## config.mk

```make
export PLATFORM = sky130hd
export DESIGN_NAME = seq_gen_flat
export DESIGN_NICKNAME = d
export VERILOG_FILES = /design/src/rtl/seq_gen_if.sv /design/src/rtl/seq_gen.sv /design/src/flat_wrapper.sv
export SDC_FILE = /design/constraint.sdc
export NUM_CORES = 1
export LEC_CHECK = 0
export CAP_MARGIN = 15
export CORE_MARGIN = 5
export CORE_UTILIZATION = 48
export DETAILED_ROUTE_END_ITERATION = 8
export PLACE_DENSITY = 0.83
export SKIP_CTS_REPAIR_TIMING = 1
export SLEW_MARGIN = 40
export SYNTH_ARGS = -nofsm -noshare
export SYNTH_HDL_FRONTEND = slang
export SYNTH_SLANG_ARGS = --single-unit
```

## constraint.sdc

```tcl
create_clock -name clk -period 1.75 [get_ports clk]
set_input_delay 0.4375 -clock clk [delete_from_list [all_inputs] [get_ports clk]]
set_output_delay 0.4375 -clock clk [all_outputs]
set_load 0.02 [all_outputs]
```

## src/rtl/seq_gen_if.sv

```systemverilog
// Control/stream bundle for seq_gen: the requester drives start/abort/pattern
// selection, the generator returns the serial stream and its status flags.
interface seq_gen_if #(
    parameter int WIDTH = 4
);
    logic             start;
    logic             abort;
    logic             pat_sel;
    logic [WIDTH-1:0] pattern_in;
    logic [3:0]       reps;
    logic             out;
    logic             valid;
    logic             busy;
    logic             done;

    modport master (
        output start, abort, pat_sel, pattern_in, reps,
        input  out, valid, busy, done
    );

    modport slave (
        input  start, abort, pat_sel, pattern_in, reps,
        output out, valid, busy, done
    );
endinterface

```

## src/rtl/seq_gen.sv

```systemverilog
// Serial pattern generator: sends a WIDTH-bit pattern MSB first, reps times.
// Define SEQ_GEN_GAP_EN to insert one gap cycle (out=1, valid=0) between repetitions.
module seq_gen #(
    parameter int               WIDTH   = 4,
    parameter logic [WIDTH-1:0] DEF_PAT = WIDTH'(4'b0110)
) (
    input  logic     clk,
    input  logic     reset_n,
    seq_gen_if.slave bus
);

    localparam int               IDX_W   = (WIDTH > 1) ? $clog2(WIDTH) : 1;
    localparam logic [IDX_W-1:0] IDX_MAX = IDX_W'(WIDTH - 1);

    typedef enum logic [1:0] {
        IDLE = 2'd0,
        SEND = 2'd1,
`ifdef SEQ_GEN_GAP_EN
        GAP  = 2'd3,
`endif
        FIN  = 2'd2
    } state_t;

    state_t           state_q, state_d;
    logic [IDX_W-1:0] idx_q, idx_d;
    logic [3:0]       rep_q, rep_d;
    logic [WIDTH-1:0] pat_q, pat_d;
    logic             out_q, out_d;
    logic             valid_q, valid_d;
    logic             busy_q, busy_d;
    logic             done_q, done_d;

    logic [WIDTH-1:0] sel_pat;

    assign sel_pat = bus.pat_sel ? bus.pattern_in : DEF_PAT;

    // Outputs are registered, so each next-state decision also computes
    // the bit that will be on the wire during the following cycle.
    always_comb begin
        state_d = state_q;
        idx_d   = idx_q;
        rep_d   = rep_q;
        pat_d   = pat_q;
        out_d   = 1'b0;
        valid_d = 1'b0;
        busy_d  = 1'b0;
        done_d  = 1'b0;

        case (state_q)
            IDLE: begin
                if (bus.start && !bus.abort) begin
                    state_d = SEND;
                    pat_d   = sel_pat;
                    rep_d   = (bus.reps == 4'd0) ? 4'd1 : bus.reps;
                    idx_d   = IDX_MAX;
                    out_d   = sel_pat[WIDTH-1];
                    valid_d = 1'b1;
                    busy_d  = 1'b1;
                end
            end

            SEND: begin
                if (bus.abort) begin
                    state_d = IDLE;
                end else if (idx_q != '0) begin
                    idx_d   = idx_q - 1'b1;
                    out_d   = pat_q[idx_q - 1'b1];
                    valid_d = 1'b1;
                    busy_d  = 1'b1;
                end else if (rep_q > 4'd1) begin
                    rep_d   = rep_q - 4'd1;
`ifdef SEQ_GEN_GAP_EN
                    state_d = GAP;
                    out_d   = 1'b1;
                    busy_d  = 1'b1;
`else
                    idx_d   = IDX_MAX;
                    out_d   = pat_q[WIDTH-1];
                    valid_d = 1'b1;
                    busy_d  = 1'b1;
`endif
                end else begin
                    state_d = FIN;
                    done_d  = 1'b1;
                end
            end

`ifdef SEQ_GEN_GAP_EN
            GAP: begin
                if (bus.abort) begin
                    state_d = IDLE;
                end else begin
                    state_d = SEND;
                    idx_d   = IDX_MAX;
                    out_d   = pat_q[WIDTH-1];
                    valid_d = 1'b1;
                    busy_d  = 1'b1;
                end
            end
`endif

            FIN: begin
                state_d = IDLE;
            end

            default: begin
                state_d = IDLE;
            end
        endcase
    end

    always_ff @(posedge clk or negedge reset_n) begin
        if (!reset_n) begin
            state_q <= IDLE;
            idx_q   <= '0;
            rep_q   <= '0;
            pat_q   <= '0;
            out_q   <= 1'b0;
            valid_q <= 1'b0;
            busy_q  <= 1'b0;
            done_q  <= 1'b0;
        end else begin
            state_q <= state_d;
            idx_q   <= idx_d;
            rep_q   <= rep_d;
            pat_q   <= pat_d;
            out_q   <= out_d;
            valid_q <= valid_d;
            busy_q  <= busy_d;
            done_q  <= done_d;
        end
    end

    assign bus.out   = out_q;
    assign bus.valid = valid_q;
    assign bus.busy  = busy_q;
    assign bus.done  = done_q;

endmodule
```

## src/flat_wrapper.sv

```systemverilog
// flat-port wrapper written by rule: the top's interface ports become plain ports
module seq_gen_flat 
#(
    parameter int               WIDTH   = 4,
    parameter logic [WIDTH-1:0] DEF_PAT = WIDTH'(4'b0110)
)
  (clk, reset_n, bus_start, bus_abort, bus_pat_sel, bus_pattern_in, bus_reps, bus_out, bus_valid, bus_busy, bus_done);
  seq_gen_if #(.WIDTH(WIDTH)) bus_i ();
  input  logic clk;
  input  logic reset_n;
  input wire logic [$bits(bus_i.start)-1:0] bus_start;
  input wire logic [$bits(bus_i.abort)-1:0] bus_abort;
  input wire logic [$bits(bus_i.pat_sel)-1:0] bus_pat_sel;
  input wire logic [$bits(bus_i.pattern_in)-1:0] bus_pattern_in;
  input wire logic [$bits(bus_i.reps)-1:0] bus_reps;
  output wire logic [$bits(bus_i.out)-1:0] bus_out;
  output wire logic [$bits(bus_i.valid)-1:0] bus_valid;
  output wire logic [$bits(bus_i.busy)-1:0] bus_busy;
  output wire logic [$bits(bus_i.done)-1:0] bus_done;
  assign bus_i.start = bus_start;
  assign bus_i.abort = bus_abort;
  assign bus_i.pat_sel = bus_pat_sel;
  assign bus_i.pattern_in = bus_pattern_in;
  assign bus_i.reps = bus_reps;
  assign bus_out = bus_i.out;
  assign bus_valid = bus_i.valid;
  assign bus_busy = bus_i.busy;
  assign bus_done = bus_i.done;
  seq_gen #(.WIDTH(WIDTH), .DEF_PAT(DEF_PAT)) u_core (.clk(clk), .reset_n(reset_n), .bus(bus_i));
endmodule
```

==> Implementation_results.wiki, run 1 <==
{| class="wikitable"
! Metric !! Value
|-
| Sinks on the clock net || 15
|-
| Result of the run || finished clean
|-
| Gate count of the mapped netlist || 87
|-
| Net count after synthesis || 103
|-
| Area of the mapped netlist || 802 sq um
|-
| Number of antenna cells inserted || 0
|-
| Overall die width || 50.9 um
|-
| Count of port buffers added during placement || 16
|-
| Arrival time at the worst endpoint || 1.23 ns
|-
| Die area || 0.00259 sq mm
|-
| Hold Crit Class || in2async
|-
| RSZ-0062 raised after global routing || false
|-
| Highest achievable clock rate || 600 MHz
|-
| TritonCTS clock tree || built
|-
| Destination of the worst register-to-register timing path || u_core.rep_q[1]
|-
| Max Slew Vio Count || 0
|-
| Final Hold Violating Endpoints || 0
|-
| Leading post-synthesis cells by cell area || sky130_fd_sc_hd__dfrtp_1 (47%), sky130_fd_sc_hd__nor2_1 (6.1%), sky130_fd_sc_hd__o21ai_0 (5.6%), sky130_fd_sc_hd__ha_1 (4.7%), sky130_fd_sc_hd__inv_1 (3.7%)
|-
| Setup crit end kind || output port
|-
| Worst slew margin relative to its limit || 79.2%
|-
| Combinational share of power || 38.0%
|-
| Number of buffers on the longest clock path || 2
|-
| Htree depth || 1
|-
| Final Wtd Congestion || 0.771
|-
| Share of final-layout standard cells stronger than drive strength 1 || 9.43%
|-
| Part of the power in registers || 44.5%
|-
| Internal cell power || 0.727 mW
|-
| Total Wirelength || 1.63 mm
|-
| Net total in the final layout || 123
|-
| Row cnt || 14
|-
| Switching part of the total power || 37.6%
|-
| Power spent charging and discharging nets || 0.438 mW
|-
| Library cell occupying the most area in the post-synthesis netlist || sky130_fd_sc_hd__dfrtp_1
|-
| First-pass GRT wire length || 2.76 mm
|-
| Source-to-sink clock delay at the later pin of the worst-skew pair || 0.29 ns
|-
| Reg2Reg Setup Slack || 0.14 ns
|-
| Reg-to-Reg Start || u_core.idx_q[0]
|-
| Largest fanout of any net on the critical path || 2
|-
| Final setup skew || 0.00201 ns
|-
| Layout Cells excl Fill || 122
|-
| Summed negative setup slack over all endpoints || 0 ns
|-
| Power density over the cells || 1150 mW/mm^2
|-
| Tightest Pin Transition || 0.310 ns
|-
| Setup-violating endpoint count in the final report || 0
|-
| Critical path's slowest cell || sky130_fd_sc_hd__clkdlybuf4s50_1
|-
| Total congestion overflow after global routing || 0
|-
| Area added between synthesis and finish || 26.5%
|-
| Estimated wirelength of the detail-placed design || 1.29 mm
|-
| Count of synthesis-stage warnings from yosys || 0
|-
| Count of maximum capacitance violations || 0
|-
| Area share of the leading cell type in the synthesized netlist || 46.8%
|-
| Initial antenna violation count || 0
|-
| Clock buffer count from CTS || 3
|-
| Worst Hold Margin || 0.449 ns
|-
| Number of placed cells counting well taps || 118
|-
| Pin count of the biggest net entering global routing || 16
|-
| Drt first pass iters || 4
|-
| Post-layout minimum cycle time || 1.67 ns
|-
| Overall power consumption || 1.16 mW
|-
| Master cell of the clock root buffer || sky130_fd_sc_hd__clkbuf_4
|-
| Largest delay contributor family on the critical path || buffers and inverters
|-
| Count of unresolved DRC violations after routing || 0
|-
| Avg Vias per Cell || 5.73
|-
| Ports placed on the boundary || 17
|-
| Post-DR wirelength/cell || 13.4 um
|-
| Core area || 0.00154 sq mm
|-
| Biggest cell delay along the critical path || 0.60 ns
|-
| Cells along the critical path || clkdlybuf4s50_1
|-
| GR Util All Layers || 13.7%
|-
| Vias post-DR || 699
|-
| Period Utilization, post-route || 95.2%
|-
| Reg clk slew, reported paths || 0.09 ns
|-
| Maximum VDD drop || 0.000654 V
|-
| Library cells used by synthesis || 28
|-
| Initial DRC count || 18
|-
| Mean cell area of the mapped netlist || 9.22 sq um
|-
| Critical path required time || 1.31 ns
|-
| Portion of total power attributed to the clock network || 17.5%
|-
| Crit path buffers/inverters || 1
|-
| Worst Setup Start Kind || register
|-
| Static leakage || 0.450 nW
|-
| Via count of the first global-routing pass || 681
|-
| Initial core utilization || 52.0%
|-
| Number of synthesized register bits || 15
|-
| Share of the core filled with cells || 65.8%
|-
| WS Path Type || reg2out
|-
| Die height || 50.9 um
|-
| Antenna-violating nets left || 0
|-
| Cell count of the worst reg-to-reg path || 6
|-
| Seq/Total Area, Yosys || 46.8%
|}
-- per-layer routing --
layer	GRT usage [%]	part of all wire (%)
met5	0	0
met4	5.96	0.98
met3	4.65	8.2
met2	22.7	48
met1	16.0	43
-- logic make-up (layout without fill, tap and decap cells) --
| group | after synthesis | after routing | share of synthesized area (%) |
|---|---|---|---|
| and+or+nand+nor | 32 | 32 | 20.9 |
| AOI/OAI and AO/OA | 24 | 24 | 18.9 |
| DFF | 15 | 15 | 46.8 |
| buffers and inverters | 11 | 30 | 6.24 |
| adders and majority gates | 3 | 3 | 4.68 |
| muxes | 2 | 2 | 2.50 |
-- state kept, by name, indices dropped and copies added (netlist names) --
signal,cells
u_core.bus.done,1
u_core.bus.out,1
u_core.bus.valid,1
u_core.idx_q,2
u_core.pat_q,4
u_core.rep_q,4
u_core.state_q,2
-- synth_stat cells --
library cell / number
sky130_fd_sc_hd__a21oi_1: 3
sky130_fd_sc_hd__nor3_1: 4
sky130_fd_sc_hd__o21ai_2: 1
sky130_fd_sc_hd__o21ai_0: 9
sky130_fd_sc_hd__buf_4: 2
sky130_fd_sc_hd__mux2i_1: 2
sky130_fd_sc_hd__ha_1: 3
sky130_fd_sc_hd__nand2_1: 2
sky130_fd_sc_hd__o22ai_1: 1
sky130_fd_sc_hd__dfrtp_1: 15
sky130_fd_sc_hd__a31oi_1: 3
sky130_fd_sc_hd__and2_1: 3
sky130_fd_sc_hd__a211oi_1: 1
sky130_fd_sc_hd__o22a_1: 1
sky130_fd_sc_hd__and2_2: 2
sky130_fd_sc_hd__a32oi_1: 1
sky130_fd_sc_hd__nand3_1: 2
sky130_fd_sc_hd__or3_1: 1
sky130_fd_sc_hd__nor4b_2: 1
sky130_fd_sc_hd__inv_1: 8
sky130_fd_sc_hd__clkbuf_2: 1
sky130_fd_sc_hd__o31a_1: 1
sky130_fd_sc_hd__a2bb2oi_1: 1
sky130_fd_sc_hd__o21bai_1: 2
sky130_fd_sc_hd__nor3b_1: 1
sky130_fd_sc_hd__nor2b_1: 2
sky130_fd_sc_hd__nand2b_1: 1
sky130_fd_sc_hd__nor2_1: 13
-- cell type report --
class / instances / area (sq um)
Fill cell: 135 / 527
Tap cell: 16 / 20.0
Sequential cell: 15 / 375
Multi-Input combinational cell: 61 / 388
Timing Repair Buffer: 18 / 175
Clock buffer: 4 / 26.3
Inverter: 8 / 30.0
-- per-stage QoR --
| stage | area (sq um) | setup slack (ns) |
|---|---|---|
| after detailed placement | 977 | -0.0255 |
| after CTS | 1000 | 0.0741 |
| after global routing | 1010 | 0.0356 |
| after global placement | 977 | 0.0576 |
| after floorplan | 802 | 0.358 |
| final | 1010 | 0.0837 |
-- layout by cell type, fill, tap and decap left out, drive strengths merged, types with 2 or more instances in the layout --
| cell type | n |
|---|---|
| nor3 | 4 |
| nor2b | 2 |
| o21bai | 2 |
| inv | 8 |
| mux2i | 2 |
| nand2 | 2 |
| buf | 2 |
| clkdlybuf4s50 | 16 |
| a21oi | 3 |
| nand3 | 2 |
| ha | 3 |
| dfrtp | 15 |
| clkbuf | 4 |
| o21ai | 10 |
| a31oi | 3 |
| and2 | 5 |
| nor2 | 13 |
-- worst max-delay path by stage --
stage,start,end,slack [ns],cells after the start
4_1_cts,u_core.bus.valid,bus_busy,0.07,1
3_3_place_gp,bus_abort,u_core.pat_q[3],0.06,6
6_report,u_core.bus.valid,bus_valid,0.08,1
5_1_grt,u_core.bus.valid,bus_valid,0.04,1
2_1_floorplan,u_core.rep_q[0],u_core.idx_q[0],0.36,6
3_5_place_dp,bus_start,u_core.pat_q[1],-0.03,6
-- power groups by stage --
stage               Combinational [mW]  Sequential [mW]  Clock (mW)
finish                           0.442            0.519       0.204
global route                     0.490            0.531       0.221
CTS                              0.427            0.512       0.204
detailed placement               0.425            0.519           0
global placement                 0.406            0.516           0
floorplan                        0.298            0.511           0
No activity file was read; power rests on OpenSTA's default activity.
==> run 2: changes to the inputs <==
Settings changed: HOLD_SLACK_MARGIN set to 0.03, MAX_ROUTING_LAYER set to met4.
==> Implementation_results.wiki, run 2 (synthesized netlist as in run 1, its figures left out) <==
{| class="wikitable"
! Metric !! Value
|-
| Source-to-sink clock delay at the later pin of the worst-skew pair || 0.29 ns
|-
| Fill cell instance count of the final layout || 135
|-
| Count of unresolved DRC violations after routing || 0
|-
| Drt first pass iters || 4
|-
| Biggest cell delay along the critical path || 0.60 ns
|-
| Total Wirelength || 1.61 mm
|-
| Via count of the first global-routing pass || 680
|-
| Critical path's slowest cell || sky130_fd_sc_hd__clkdlybuf4s50_1
|-
| First-pass GRT wire length || 2.76 mm
|-
| Number of buffers on the longest clock path || 2
|-
| Crit path buffers/inverters || 1
|-
| Static leakage || 0.450 nW
|-
| Setup-violating endpoint count in the final report || 0
|-
| Initial core utilization || 52.0%
|-
| Final Hold Violating Endpoints || 0
|-
| Antenna-violating nets left || 0
|-
| Avg Vias per Cell || 5.75
|-
| Arrival time at the worst endpoint || 1.23 ns
|-
| Net total in the final layout || 123
|-
| Overall power consumption || 1.16 mW
|-
| Largest delay contributor family on the critical path || buffers and inverters
|-
| Power density over the cells || 1150 mW/mm^2
|-
| Result of the run || finished clean
|-
| Summed negative setup slack over all endpoints || 0 ns
|-
| Share of final-layout standard cells stronger than drive strength 1 || 9.43%
|-
| Tightest Pin Transition || 0.308 ns
|-
| Dpl cell area || 977 sq um
|-
| Max Slew Vio Count || 0
|-
| Post-layout minimum cycle time || 1.67 ns
|-
| Most common library cell in the layout ignoring fill and taps || sky130_fd_sc_hd__clkdlybuf4s50_1
|-
| Portion of total power attributed to the clock network || 17.5%
|-
| Largest fanout of any net on the critical path || 2
|-
| Power spent charging and discharging nets || 0.435 mW
|-
| Count of maximum capacitance violations || 0
|-
| RSZ-0062 raised after global routing || false
|-
| Estimated wirelength of the detail-placed design || 1.29 mm
|-
| Post-DR wirelength/cell || 13.2 um
|-
| Final Wtd Congestion || 0.782
|-
| Die height || 50.9 um
|-
| Total congestion overflow after global routing || 0
|-
| Number of antenna cells inserted || 0
|-
| Highest achievable clock rate || 600 MHz
|-
| Setup crit end kind || output port
|-
| Hold Crit Class || in2async
|-
| Period Utilization, post-route || 95.3%
|-
| WS Path Type || reg2out
|-
| Largest registers || u_core.pat_q: 4 flops, u_core.rep_q: 4 flops
|-
| Combinational share of power || 37.9%
|-
| Part of the power in registers || 44.6%
|-
| Worst-case setup slack after placement || -0.0255 ns
|-
| Worst Setup Start Kind || register
|-
| Critical path required time || 1.31 ns
|-
| Worst Hold Margin || 0.449 ns
|-
| Maximum VDD drop || 0.000653 V
|-
| GR Util All Layers || 14.1%
|-
| Count of port buffers added during placement || 16
|-
| Internal cell power || 0.727 mW
|-
| Switching part of the total power || 37.5%
|-
| Design area || 0.00101 sq mm
|-
| Final setup skew || 0.00111 ns
|-
| Die area || 0.00259 sq mm
|-
| Row cnt || 14
|-
| Initial antenna violation count || 0
|-
| Cells along the critical path || clkdlybuf4s50_1
|-
| Highest-count cells in the layout ignoring fill and taps || sky130_fd_sc_hd__clkdlybuf4s50_1 (16), sky130_fd_sc_hd__dfrtp_1 (15), sky130_fd_sc_hd__nor2_1 (12), sky130_fd_sc_hd__o21ai_0 (9), sky130_fd_sc_hd__inv_1 (8)
|-
| Reg clk slew, reported paths || 0.09 ns
|-
| Sinks on the clock net || 15
|-
| Clock buffer count from CTS || 3
|-
| Htree depth || 1
|-
| Ports placed on the boundary || 17
|-
| Initial DRC count || 18
|-
| Vias post-DR || 702
|-
| Core area || 0.00154 sq mm
|-
| Overall die width || 50.9 um
|-
| Area added between synthesis and finish || 26.5%
|-
| Slack of the critical path || 0.0831 ns
|-
| Master cell of the clock root buffer || sky130_fd_sc_hd__clkbuf_4
|-
| TritonCTS clock tree || built
|-
| Worst slew margin relative to its limit || 79.3%
|-
| Pin count of the biggest net entering global routing || 16
|}
==> run 2: cell counts in the layout (fill, tap and decap cells not counted) <==
Identical to the previous run, type by type.
==> run 2: path summary, 6_finish.rpt <==
path	start	to	slack [ns]	depth (start not counted)
max	u_core.bus.valid	bus_valid	0.08	1
min	reset_n	u_core.rep_q[2]	0.45	2
max reg2reg	u_core.idx_q[0]	u_core.rep_q[1]	0.15	6
min reg2reg	u_core.rep_q[1]	u_core.rep_q[1]	0.52	1
max in group asynchronous	reset_n	u_core.rep_q[0]	1.13	2
min in group clk	u_core.rep_q[1]	u_core.rep_q[1]	0.52	1
==> run 2: power groups by stage <==
stage               clock network (mW)  registers (mW)  logic [mW]
finish                           0.204           0.518       0.440
global route                     0.221           0.531       0.490
CTS                              0.204           0.512       0.427
detailed placement                   0           0.519       0.425
global placement                     0           0.516       0.406
floorplan                            0           0.511       0.298
==> run 2: layout make-up <==
class,count,area [sq um],share of cell area (%)
tap,16,20.0,1.97
inverter,8,30.0,2.96
sequential,15,375,37.0
multi-input combinational,61,388,38.2
clock buffer,4,26.3,2.59
timing repair buffer,18,175,17.3
==> run 2: worst register-to-register path, delay by kind of cell (launching register included) <==
family | cells | cell delay [ns]
compound gates | 3 | 0.53
fa+ha+maj | 1 | 0.28
buf+inv | 1 | 0.09
flops | 1 | 0.43
simple gates | 1 | 0.17
==> run 2: metal layers <==
layer	global-route usage (%)	vias to the layer above	share of wire [%]
met4	5.96	0	1.7
met3	4.65	5	8.1
met5	-	-	0
met2	22.7	30	48
li1	-	340	-
met1	16.0	327	42
==> run 2: metrics by stage <==
step | instances | util [%]
2_1_floorplan | 87 | -
3_3_place_gp | 118 | 63.4
3_5_place_dp | 118 | 63.4
4_1_cts | 122 | 65.1
5_1_grt | 122 | 65.8
6_report | 122 | 65.8
==> run 3: changes to the inputs <==
==> constraint.sdc (replaced) <==
create_clock -name clk -period 1.75 [get_ports clk]
set_input_delay 0.175 -clock clk [delete_from_list [all_inputs] [get_ports clk]]
set_output_delay 0.175 -clock clk [all_outputs]
set_load 0.02 [all_outputs]
==> Implementation_results.wiki, run 3 (synthesized netlist as in run 1, its figures left out) <==
{| class="wikitable"
! Metric !! Value
|-
| Result of the run || finished clean
|-
| Clock buffer count from CTS || 3
|-
| Met2 Use GR || 20.9%
|-
| Count of unresolved DRC violations after routing || 0
|-
| Total congestion overflow after global routing || 0
|-
| Overall die width || 50.9 um
|-
| Setup crit end kind || register
|-
| Share of the core filled with cells || 64.6%
|-
| Estimated wirelength of the detail-placed design || 1.26 mm
|-
| Count of port buffers added during placement || 16
|-
| Largest registers || u_core.pat_q: 4 flops, u_core.rep_q: 4 flops
|-
| Number of antenna cells inserted || 0
|-
| Ports placed on the boundary || 17
|-
| TritonCTS clock tree || built
|-
| GR Util All Layers || 13.2%
|-
| Layout Cells excl Fill || 121
|-
| Total Wirelength || 1.56 mm
|-
| Destination of the worst register-to-register timing path || u_core.idx_q[0]
|-
| Max Slew Vio Count || 0
|-
| Share of final-layout standard cells stronger than drive strength 1 || 7.62%
|-
| Slack of the critical path || 0.128 ns
|-
| Fill cell instance count of the final layout || 139
|-
| Htree depth || 1
|-
| Reg clk slew, reported paths || 0.09 ns
|-
| Summed negative setup slack over all endpoints || 0 ns
|-
| Final Wtd Congestion || 0.777
|-
| Met3 layer usage reported by global route || 2.91%
|-
| Drt first pass iters || 4
|-
| Number of buffers on the longest clock path || 2
|-
| Reg-to-Reg Start || u_core.rep_q[0]
|-
| Count of maximum capacitance violations || 0
|-
| Antenna-violating nets left || 0
|-
| Initial antenna violation count || 0
|-
| Largest fanout of any net on the critical path || 5
|-
| Highest achievable clock rate || 617 MHz
|-
| Tightest Pin Transition || 0.632 ns
|-
| Die height || 50.9 um
|-
| Final Hold Violating Endpoints || 0
|-
| Period Utilization, post-route || 92.7%
|-
| Initial core utilization || 52.0%
|-
| Source-to-sink clock delay at the later pin of the worst-skew pair || 0.27 ns
|-
| Post-layout minimum cycle time || 1.62 ns
|-
| RSZ-0062 raised after global routing || true
|-
| Power density over the cells || 1130 mW/mm^2
|-
| Number of placed cells counting well taps || 117
|-
| Master cell of the clock root buffer || sky130_fd_sc_hd__clkbuf_4
|-
| Worst-case setup slack after placement || 0.126 ns
|-
| Worst slew margin relative to its limit || 57.7%
|-
| Overall power consumption || 1.12 mW
|-
| Hold Crit Class || in2async
|-
| Cell count of the worst reg-to-reg path || 6
|-
| Arrival time at the worst endpoint || 1.78 ns
|-
| Fraction of met1 tracks used by global routing || 15.8%
|-
| Worst Setup Start Kind || register
|-
| Post-DR wirelength/cell || 12.9 um
|-
| Maximum VDD drop || 0.000673 V
|-
| Sinks on the clock net || 15
|-
| Net total in the final layout || 122
|-
| Setup-violating endpoint count in the final report || 0
|-
| Via count of the first global-routing pass || 595
|-
| Highest-count cells in the layout ignoring fill and taps || sky130_fd_sc_hd__clkdlybuf4s50_1 (16), sky130_fd_sc_hd__dfrtp_1 (15), sky130_fd_sc_hd__nor2_1 (13), sky130_fd_sc_hd__o21ai_0 (9), sky130_fd_sc_hd__inv_1 (8)
|-
| Static leakage || 0.443 nW
|-
| Pin count of the biggest net entering global routing || 16
|-
| Critical path required time || 1.91 ns
|-
| Area added between synthesis and finish || 24.2%
|-
| Die area || 0.00259 sq mm
|-
| Vias post-DR || 692
|-
| First-pass GRT wire length || 2.54 mm
|-
| Row cnt || 14
|-
| Reg2Reg Setup Slack || 0.13 ns
|-
| Final setup skew || 0.00432 ns
|-
| Core area || 0.00154 sq mm
|-
| WS Path Type || reg2reg
|-
| Most common library cell in the layout ignoring fill and taps || sky130_fd_sc_hd__clkdlybuf4s50_1
|-
| Initial DRC count || 10
|-
| Avg Vias per Cell || 5.72
|-
| GRT Max-Usage Layer || met2
|}
==> run 3: worst max path at each step <==
| stage | startpoint | endpoint | slack, ns | cells after the start |
|---|---|---|---|---|
| after floorplan | u_core.rep_q[0] | u_core.idx_q[0] | 0.36 | 6 |
| after global placement | u_core.rep_q[0] | u_core.idx_q[0] | 0.17 | 6 |
| after detailed placement | u_core.rep_q[0] | u_core.idx_q[0] | 0.13 | 6 |
| after CTS | u_core.rep_q[0] | u_core.idx_q[0] | 0.11 | 6 |
| after global routing | u_core.rep_q[0] | u_core.idx_q[0] | -0.01 | 6 |
| final | u_core.rep_q[0] | u_core.idx_q[0] | 0.13 | 6 |
==> run 3: worst max-delay path: stages, from the launching register on <==
cell	delay, ns
sky130_fd_sc_hd__dfrtp_1	0.41
sky130_fd_sc_hd__inv_1	0.09
sky130_fd_sc_hd__ha_1	0.19
sky130_fd_sc_hd__nor2_1	0.09
sky130_fd_sc_hd__nor4b_2	0.41
sky130_fd_sc_hd__o21bai_1	0.15
sky130_fd_sc_hd__a2bb2oi_1	0.16
==> run 3: where the power goes <==
group	internal (mW)	total (mW)	switching, mW	leakage, nW
Sequential	0.432	0.513	0.0810	0.181
Combinational	0.198	0.419	0.221	0.246
Clock	0.0882	0.190	0.102	0.0150
==> run 3: area by class of cell <==
cell class                      instances  area [sq um]  area share (%)
Clock buffer                            4          26.3            2.64
Inverter                                8          30.0            3.02
Multi-Input combinational cell         61           377            37.8
Sequential cell                        15           375            37.7
Tap cell                               16          20.0            2.01
Timing Repair Buffer                   17           168            16.8
==> run 3: stage by stage <==
stage	area, sq um	hold WS [ns]
2_1_floorplan	802	-0.121
3_3_place_gp	970	0.507
3_5_place_dp	970	0.526
4_1_cts	996	0.308
5_1_grt	996	0.332
6_report	996	0.286
==> run 3: per-layer routing <==
metal / routed length [um] / vias to the layer above
li1: - / 335
met1: 675 / 330
met2: 746 / 25
met3: 124 / 2
met4: 12 / 0
met5: 0 / -
